$ cat src/rtl/ita_act_packer_pkg.sv
// Shared constants and types for the activation packer that follows ita_gelu.
// Defaults here match the ita datapath: 16 lanes of signed 8-bit activations.
package ita_act_packer_pkg;

    localparam int ACT_N_PE       = 16;
    localparam int ACT_WI         = 8;
    localparam int ACT_LEN_W      = 16;
    localparam int ACT_FIFO_DEPTH = 2;

    typedef logic signed [ACT_WI-1:0] act_elem_t;
    typedef act_elem_t [ACT_N_PE-1:0] act_word_t;
    typedef logic [ACT_N_PE-1:0]      act_strb_t;

    typedef enum logic [1:0] {
        ACT_IDLE  = 2'd0,
        ACT_RUN   = 2'd1,
        ACT_DRAIN = 2'd2
    } act_state_e;

    // Index width that stays legal when a dimension collapses to one entry.
    function automatic int act_idx_w(input int n);
        return (n > 1) ? $clog2(n) : 1;
    endfunction

endpackage

$ cat src/rtl/ita_act_out_fifo.sv
// Small registered FIFO holding packed output words as {last, strb, word}.
// Head is read combinationally from the storage array; count is registered.
module ita_act_out_fifo
    import ita_act_packer_pkg::*;
#(
    parameter int DEPTH = 2,
    parameter int W     = 1
) (
    input  logic                         clk_i,
    input  logic                         rst_i,
    input  logic                         push_i,
    input  logic [W-1:0]                 din_i,
    input  logic                         pop_i,
    output logic [W-1:0]                 head_o,
    output logic [$clog2(DEPTH+1)-1:0]   count_o
);

    localparam int PW = act_idx_w(DEPTH);
    localparam int CW = $clog2(DEPTH + 1);

    logic [W-1:0]  r_mem [DEPTH];
    logic [PW-1:0] r_wr;
    logic [PW-1:0] r_rd;
    logic [CW-1:0] r_count;

    always_ff @(posedge clk_i) begin
        if (rst_i) begin
            r_wr    <= '0;
            r_rd    <= '0;
            r_count <= '0;
        end else begin
            if (push_i) r_wr <= (r_wr == PW'(DEPTH - 1)) ? '0 : r_wr + PW'(1);
            if (pop_i)  r_rd <= (r_rd == PW'(DEPTH - 1)) ? '0 : r_rd + PW'(1);
            case ({push_i, pop_i})
                2'b10:   r_count <= r_count + CW'(1);
                2'b01:   r_count <= r_count - CW'(1);
                default: r_count <= r_count;
            endcase
        end
    end

    // NOTE: storage is not reset; only the pointers and count define
    // which entries are live, so stale contents are never observed.
    always_ff @(posedge clk_i) begin
        if (push_i) r_mem[r_wr] <= din_i;
    end

    assign head_o  = r_mem[r_rd];
    assign count_o = r_count;

endmodule

$ cat src/rtl/ita_act_packer.sv
// Packs N_PE signed activations per output word, strobing and flagging the tile tail.
// Optional macro ITA_ACT_PACKER_CLIP_COUNT_EN adds clip_cnt_o (saturated-value counter).
module ita_act_packer
    import ita_act_packer_pkg::*;
#(
    parameter int N_PE       = ACT_N_PE,
    parameter int WI         = ACT_WI,
    parameter int LEN_W      = ACT_LEN_W,
    parameter int FIFO_DEPTH = ACT_FIFO_DEPTH
) (
    input  logic                   clk_i,
    input  logic                   rst_i,
    input  logic                   start_i,
    input  logic [LEN_W-1:0]       len_i,
    output logic                   busy_o,
    input  logic                   valid_i,
    output logic                   ready_o,
    input  logic signed [WI-1:0]   data_i,
    output logic                   valid_o,
    input  logic                   ready_i,
    output logic [N_PE*WI-1:0]     data_o,
    output logic [N_PE-1:0]        strb_o,
    output logic                   last_o,
    output logic                   done_o
`ifdef ITA_ACT_PACKER_CLIP_COUNT_EN
   ,output logic [LEN_W-1:0]       clip_cnt_o
`endif
);

    localparam int LANE_W = act_idx_w(N_PE);
    localparam int CW     = $clog2(FIFO_DEPTH + 1);
    localparam int FW     = 1 + N_PE + N_PE * WI;

    localparam logic [1:0] S_IDLE  = ACT_IDLE;
    localparam logic [1:0] S_RUN   = ACT_RUN;
    localparam logic [1:0] S_DRAIN = ACT_DRAIN;

    logic [1:0]          r_state;
    logic [LEN_W-1:0]    r_len;
    logic [LEN_W-1:0]    r_elem;
    logic [LANE_W-1:0]   r_lane;
    logic [N_PE*WI-1:0]  r_pack;
    logic [N_PE-1:0]     r_strb;
    logic                r_done_zero;

    logic                w_start_ok;
    logic                w_accept;
    logic                w_is_last;
    logic                w_word_done;
    logic                w_push;
    logic                w_pop;
    logic [N_PE*WI-1:0]  w_pack_nxt;
    logic [N_PE-1:0]     w_strb_nxt;
    logic [FW-1:0]       w_din;
    logic [FW-1:0]       w_head;
    logic [CW-1:0]       w_fifo_count;

    assign w_start_ok  = start_i && (r_state == S_IDLE);
    assign ready_o     = (r_state == S_RUN) && (w_fifo_count < CW'(FIFO_DEPTH));
    assign w_accept    = valid_i && ready_o;
    assign w_is_last   = (r_elem == r_len - LEN_W'(1));
    assign w_word_done = (r_lane == LANE_W'(N_PE - 1)) || w_is_last;

    // NOTE: every always_comb output is assigned a default first, so no
    // path through the block can leave a latch behind.
    always_comb begin
        w_pack_nxt                  = r_pack;
        w_strb_nxt                  = r_strb;
        w_pack_nxt[r_lane*WI +: WI] = data_i;
        w_strb_nxt[r_lane]          = 1'b1;
    end

    assign w_push = w_accept && w_word_done;
    assign w_din  = {w_is_last, w_strb_nxt, w_pack_nxt};
    assign w_pop  = valid_o && ready_i;

    ita_act_out_fifo #(
        .DEPTH (FIFO_DEPTH),
        .W     (FW)
    ) u_out_fifo (
        .clk_i   (clk_i),
        .rst_i   (rst_i),
        .push_i  (w_push),
        .din_i   (w_din),
        .pop_i   (w_pop),
        .head_o  (w_head),
        .count_o (w_fifo_count)
    );

    // Head is masked while empty so unwritten storage never reaches the pins.
    assign valid_o                  = (w_fifo_count != '0);
    assign {last_o, strb_o, data_o} = valid_o ? w_head : '0;
    assign busy_o                   = (r_state != S_IDLE);
    assign done_o                   = r_done_zero || ((r_state == S_DRAIN) && w_pop && last_o);

    always_ff @(posedge clk_i) begin
        if (rst_i) begin
            r_state     <= S_IDLE;
            r_len       <= '0;
            r_elem      <= '0;
            r_lane      <= '0;
            r_pack      <= '0;
            r_strb      <= '0;
            r_done_zero <= 1'b0;
        end else begin
            r_done_zero <= w_start_ok && (len_i == '0);
            case (r_state)
                S_IDLE: begin
                    if (w_start_ok && (len_i != '0)) begin
                        r_state <= S_RUN;
                        r_len   <= len_i;
                        r_elem  <= '0;
                        r_lane  <= '0;
                        r_pack  <= '0;
                        r_strb  <= '0;
                    end
                end
                S_RUN: begin
                    if (w_accept) begin
                        r_elem <= r_elem + LEN_W'(1);
                        if (w_word_done) begin
                            r_pack <= '0;
                            r_strb <= '0;
                            r_lane <= '0;
                            if (w_is_last) r_state <= S_DRAIN;
                        end else begin
                            r_pack <= w_pack_nxt;
                            r_strb <= w_strb_nxt;
                            r_lane <= r_lane + LANE_W'(1);
                        end
                    end
                end
                S_DRAIN: begin
                    if (w_pop && last_o) r_state <= S_IDLE;
                end
                default: r_state <= S_IDLE;
            endcase
        end
    end

`ifdef ITA_ACT_PACKER_CLIP_COUNT_EN
    localparam logic [WI-1:0] MIN_V = {1'b1, {(WI-1){1'b0}}};
    localparam logic [WI-1:0] MAX_V = {1'b0, {(WI-1){1'b1}}};

    logic [LEN_W-1:0] r_clip;
    logic             w_clip_hit;

    assign w_clip_hit = (data_i == MIN_V) || (data_i == MAX_V);

    always_ff @(posedge clk_i) begin
        if (rst_i) begin
            r_clip <= '0;
        end else if (w_start_ok) begin
            r_clip <= '0;
        end else if (w_accept && w_clip_hit && (r_clip != '1)) begin
            r_clip <= r_clip + LEN_W'(1);
        end
    end

    assign clip_cnt_o = r_clip;
`endif

endmodule

$ cat config.mk
export PLATFORM = sky130hd
export DESIGN_NAME = ita_act_packer
export DESIGN_NICKNAME = d
export VERILOG_FILES = /design/src/rtl/ita_act_packer_pkg.sv /design/src/rtl/ita_act_out_fifo.sv /design/src/rtl/ita_act_packer.sv
export SDC_FILE = /design/constraint.sdc
export NUM_CORES = 1
export LEC_CHECK = 0
export BUFFER_PORTS_ARGS = -buffer_cell sky130_fd_sc_hd__buf_2
export CAP_MARGIN = 30
export CORE_MARGIN = 2
export CORE_UTILIZATION = 50
export CTS_CLUSTER_DIAMETER = 150
export DETAILED_ROUTE_END_ITERATION = 8
export PLACE_DENSITY_LB_ADDON = 0.3
export SYNTH_ARGS = -nofsm -noshare
export SYNTH_HDL_FRONTEND = slang
export SYNTH_SLANG_ARGS = --single-unit
export TNS_END_PERCENT = 10
$ cat constraint.sdc
create_clock -name clk_i -period 20.6 [get_ports clk_i]
set_input_delay 5.15 -clock clk_i [delete_from_list [all_inputs] [get_ports clk_i]]
set_output_delay 5.15 -clock clk_i [all_outputs]
set_load 0.02 [all_outputs]
== Yosys cells after proc, flatten, opt, wreduce, memory -nomap -nowiden ==
Memory sizes are Yosys's and may differ from the RTL's. A register that Yosys moved wholly into a read port is not among the register bits.
Cells that the tools add are included.

* Register bits: 187
* Bits in writable memories: 290
* Input port bits: 29
* Output and inout port bits: 149
* Logic and storage cells: 90
* Memories: 1

* $add $sub $neg: 8
* $lt $le $gt $ge: 3
* Equal/unequal tests: 11
* Shift operators: 2
* Muxes and demuxes: 31
* Bitwise logic cells: 1
* Reductions and logical operators: 23

{| class="wikitable"
|+ Memory list
! name !! words !! width !! read ports !! clocked after Yosys merged registers in !! wr ports !! line !! text
|-
| u_out_fifo.r_mem || 2 || 145 || 1 || 1 || 1 || ita_act_out_fifo.sv:21 || <nowiki>logic [W-1:0] r_mem [DEPTH];</nowiki>
|}

{| class="wikitable"
|+ Operator list
! operator !! number
|-
| two-way mux 128 bit || 3
|-
| one-hot mux 128 bit (2 select lines) || 1
|-
| two-way mux 145 bit || 1
|-
| bitwise mux 128 bit || 1
|-
| variable shift 8 x 34 -> 128 bit, first input constant || 1
|-
| indexed part select 8 x 34 -> 128 bit || 1
|-
| two-way mux 16 bit || 4
|-
| one-hot mux 16 bit (2 select lines) || 2
|-
| negator 7 -> 34 bit || 1
|-
| adder 16 x 1 -> 16 bit, second input constant || 1
|-
| equality test 16 bit || 1
|-
| logical NOT 16 bit || 1
|-
| bitwise OR 16 bit || 1
|-
| nonzero test 16 bit || 1
|-
| subtractor 16 x 1 -> 16 bit, second input constant || 1
|-
| two-way mux 4 bit || 3
|-
| logical AND 1 bit || 11
|-
| two-way mux 2 bit || 5
|-
| one-hot mux 4 bit (2 select lines) || 1
|-
| nonzero test 2 bit || 4
|-
| two-way mux 1 bit || 7
|-
| inequality test 2 bit, second input constant || 3
|-
| one-hot mux 2 bit (3 select lines) || 1
|-
| < comparator 4 x 5 -> 1 bit, second input constant || 1
|-
| 17 further kinds || 22
|}

== Longest topological paths before layout ==
* Depth after elaboration: 8
* Gate-level depth with buffers: 14
* Mapped depth without buffers: 13

== Hierarchy ==
A second synthesis with hierarchy kept.

* Cells, all modules: 1861
* Area total of the unflattened synthesis: 21549.4 um2

{| class="wikitable"
|+ By module, submodules not included
! module !! instances !! cells an instance !! area an instance (um2) !! seq. area each (um2)
|-
| ita_act_out_fifo || 1 || 471 || 10845.4 || 8808.4
|-
| ita_act_packer || 1 || 1390 || 10704.0 || 3663.5
|}

== Worst setup path after synthesis ==
No wires, ideal clock.

* Kind: input-to-reg
* From: in valid_i
* To: mem u_out_fifo.r_mem[1][0] (netlist name) (enable)
* Library setup time: 0.652 ns
* Arrival: 11.561 ns
* Required time: 19.948 ns
* Slack: 8.387 ns
* Stages: 3
* Path buffers: 0
* Cells stage by stage: and2_0 o21ai_0 nor2_1

* Cells in the longest elaborated chain, start to end: 4

{| class="wikitable"
|+ RTL lines
! element !! line !! text
|-
| start: declaration || ita_act_packer.sv:16 || <nowiki>input logic valid_i,</nowiki>
|-
| logical AND 1 bit || ita_act_packer.sv:60 || <nowiki>assign w_accept = valid_i && ready_o;</nowiki>
|-
| logical AND 1 bit || ita_act_packer.sv:73 || <nowiki>assign w_push = w_accept && w_word_done;</nowiki>
|-
| two-way mux 1 bit || ita_act_out_fifo.sv:45 || <nowiki>if (push_i) r_mem[r_wr] <= din_i;</nowiki>
|-
| two-way mux 1 bit (implied by the code) || ita_act_out_fifo.sv:45 ||
|-
| end: declaration || ita_act_out_fifo.sv:21 ||
|}

Every way passes these cells.

== Final worst setup path ==
* From: in ready_i
* To: out done_o

* Cells in the longest elaborated chain, start to end: 4

{| class="wikitable"
|+ RTL lines
! element !! line !! text
|-
| start: declaration || ita_act_packer.sv:20 || <nowiki>input logic ready_i,</nowiki>
|-
| logical AND 1 bit || ita_act_packer.sv:75 || <nowiki>assign w_pop = valid_o && ready_i;</nowiki>
|-
| logical AND 1 bit (2 in a row) || ita_act_packer.sv:94 || <nowiki>assign done_o = r_done_zero || ((r_state == S_DRAIN) && w_pop && last_o);</nowiki>
|-
| logical OR 1 bit || ita_act_packer.sv:94 ||
|-
| end: declaration || ita_act_packer.sv:24 || <nowiki>output logic done_o</nowiki>
|}

Every way passes these cells.

==> results.tsv <==
metric	value	unit
arrival	5.61	ns
synth_xor_xnor_area_share	0.01565	
synth_top_family_by_area	multiplexers	
final-max-slew-violation-count	0	
worst_pin_slew	1.020	ns
placement_rows	73	
yosysUniqueCellTypes	54	
synth.ff_latch_count	478	
detailed_route_drc_error_count	0	
hold_slack	0.4293	ns
p_int	1.542	mW
grt_antenna_before_repair	2	
final_area	23040	µm²
drv_cap	0	
buffers_from_clock_root_to_sink_at_most	3	
groute.layer.met3.usage	0.03516	
die-width	204.7	µm
power_per_cell_area	84.67	nW/µm²
wl_per_cell	19.96	µm
cts-hold-fix-buffers	0	
minimum_clock_period_after_layout	10.76	ns
syn2layout_area_growth	14.34	%
slowest_cell_on_the_critical_path	a31o_2	
drive_above_1_share	0.1905	
cts_tree	done	
critPathLaunchType	primary input	
share_comb_of_total_power	0.037	
setup-violations-final	0	
power_frac_seq	0.519	
dpl-instance-area	21460	µm²
htree_levels	2	
netlist_instances	1653	
critPathCaptureType	output port	
crit_family	buffers and inverters	
global_route_wire_length_before_repair	71.27	mm
clkLatencyLatePin	0.57	ns
max_stage_delay	0.19	ns
critical_path.max_fanout	3	
finalWeightedCongestion	0.8768	
worst_slew_margin_rel	0.3172	
detail_route.first_pass.iterations	6	
launch_instance_of_the_worst_register_to_register_path	r_len[0]$_SDFFE_PP0P_	
critical-path-top-cell-by-count	buf_2	
groute.usage.overall	0.2204	
synth_simple_gate_area_frac	0.1079	
share_of_synthesized_cell_area_in_full_adder_half_adder_and_majority_cells	0.006210	
avgSynthCellArea	12.19	µm²
die_area	41910	µm²
timing.hold.worst.start	r_strb[15]$_SDFFE_PP0P_	
clock_tree.root_cell	clkbuf_16	
yosysWarnings	0	
final_antenna_net_count	0	
finClkSkew	0.02063	ns
first_iter_violations	1272	
ioPinCount	178	
netSwitchingFraction	0.2094	
initial_utilization	0.5071	
grt_pass1_vias	12669	
critical_path.startpoint	ready_i	
grtUsageMet1	0.3166	
cts_setup_buffers	0	
asr_flop_ratio_synth	0	
crit_path_buffers_inverters	2	
synth_nets	1692	
synth.yosys.seq_area_share	0.6191	
run_status	finished, final reports clean	
portion_of_total_power_attributed_to_the_clock_network	0.443	
port_buffers	177	
die_height	204.7	µm
cts.repair.resized	0	
busiest_layer	met2	
critical_path_required	15.45	ns
clock_sinks	478	
finalNetCount	1817	
hold_viol_final	0	
n_fill_cell	3273	
vias	13512	
irDropWorstVdd	0.05826	mV
post-dp-hpwl	29.81	mm
finalCritPeriodShare	0.5224	
worst-setup-path-type	in -> out	
crit_path_cell_trace	buf_2 -> a31o_2 -> buf_2	
grt_max_degree	88	
setup_tns	0	ns
synthesized_area_fraction_occupied_by_ao_oa_aoi_and_oai_cells	0.1020	
vias_per_cell	5.765	
mux_share_of_post_synthesis_cell_area	0.1192	
synth_enable_flop_cells	290	
global_route.usage.met2	0.3427	
core_region_area	39730	µm²
maxClockFrequency	0.09293	GHz
number_of_buffers_created_by_cts	47	
ys.flop_type	edfxtp_1	
grt_setup_unrepaired	no	
static-leakage-power	8.335	nW
clkTransAtPathRegs	0.06	ns
min-delay-path-class	reg -> reg	
total_congestion_overflow	0	
power.net_switching	0.4084	mW
syn_area	20150	µm²
routed_wirelength	46.78	mm
-- cell usage in the layout, fill, tap and decap left out, types with 23 or more instances in the layout --
cell	instances
nand3_1	26
o21ai_0	47
nor2_1	234
mux2i_1	177
clkbuf_16	49
o31ai_1	31
mux2_2	56
a21o_1	23
buf_2	177
nand2_1	121
a32o_1	100
edfxtp_1	290
dfxtp_1	187
nor3_1	23
a21oi_1	32
-- tightest hold or removal path, delay by kind of cell (launching register included) --
family	cells	cell delay (ns)
AND/OR/NAND/NOR	1	0.04
flip-flops	1	0.31
buffers and inverters	1	0.05
-- cells in the mapped netlist, types with 4 or more instances --
cell      count  area (µm²)
buf_6         9       101.4
a32o_1      100        1001
clkbuf_1     87       326.6
o21ai_0      47       235.2
and3_1       14       87.58
xnor2_1      21       183.9
and2_1        5       31.28
ha_1         10       125.1
nor3_1       23       115.1
nor4_1        8       50.05
dfxtp_1     188        3764
nand2_1     121       454.2
buf_4         4       30.03
mux2i_1     177        1772
or4_1         5       37.54
o31ai_1      31       232.7
nand4_1      10       62.56
xor2_1       15       131.4
nor2b_1       5       31.28
a21o_1       23       172.7
nand3_1      26       130.1
inv_1        14       52.55
a31oi_1      12       75.07
nor2_1      238       893.4
edfxtp_1    290        8708
mux2_2       56       630.6
a21oi_1      32       160.2
buf_1        22       82.58
or3_1        10       62.56
nand2b_1     11       68.82
-- through the flow --
stage	power [mW]	worst slack [ns]	instances	utilization
after floorplan	1.082	8.387	1653	-
after global placement	1.100	9.853	2247	0.5362
after detailed placement	1.104	9.833	2254	0.5402
after CTS	1.966	9.834	2341	0.5796
after global routing	2.010	9.818	2343	0.5797
final	1.950	9.839	2344	0.5798
-- area by class of cell --
cell class	count	area (µm²)	share of cell area
antenna	3	7.507	0.0003259
timing repair buffer	200	1164	0.05051
clock buffer	61	1311	0.05692
sequential	478	12480	0.5416
clock inverter	26	255.2	0.01108
inverter	14	57.56	0.002499
tap	525	656.9	0.02852
multi-input combinational	1037	7108	0.3086
-- layer usage --
metal | vias to the layer above | routed length (µm)
li1 | 6372 | -
met1 | 6579 | 20880
met2 | 466 | 21560
met3 | 95 | 3041
met4 | 0 | 1298
met5 | - | 0
-- worst paths after layout --
| path | endpoint | slack [ns] | depth (start not counted) |
|---|---|---|---|
| max | done_o | 9.84 | 3 |
| min | r_strb[15]$_SDFFE_PP0P_ | 0.43 | 2 |
| max reg2reg | u_out_fifo.r_mem[0][66]$_DFFE_PP_ | 15.51 | 11 |
| min reg2reg | r_strb[15]$_SDFFE_PP0P_ | 0.43 | 2 |
-- state kept, by name (all words and copies together), names as in the netlist, named ones only --
signal              cells
u_out_fifo.r_mem      290
r_pack                128
r_elem                 16
r_len                  16
r_strb                 16
r_lane                  4
r_state                 2
u_out_fifo.count_o      2
r_done_zero             1
u_out_fifo.r_rd         1
u_out_fifo.r_wr         1
-- power by group through the flow --
stage	logic, mW	registers (mW)	clock network [mW]
detailed placement	0.0713	1.03	0
global placement	0.0674	1.03	0
floorplan	0.0511	1.03	0
global route	0.0790	1.01	0.919
CTS	0.0719	1.01	0.882
finish	0.0729	1.01	0.865
-- cell families (layout without fill, tap and decap cells) --
group,after synthesis,after routing
compound gates,265,265
xor+xnor,36,36
fa+ha+maj,10,10
buf+inv,138,301
flops,478,478
mux,233,233
other cells,0,3
simple gates,493,493
(Power assumes the default switching activity.)
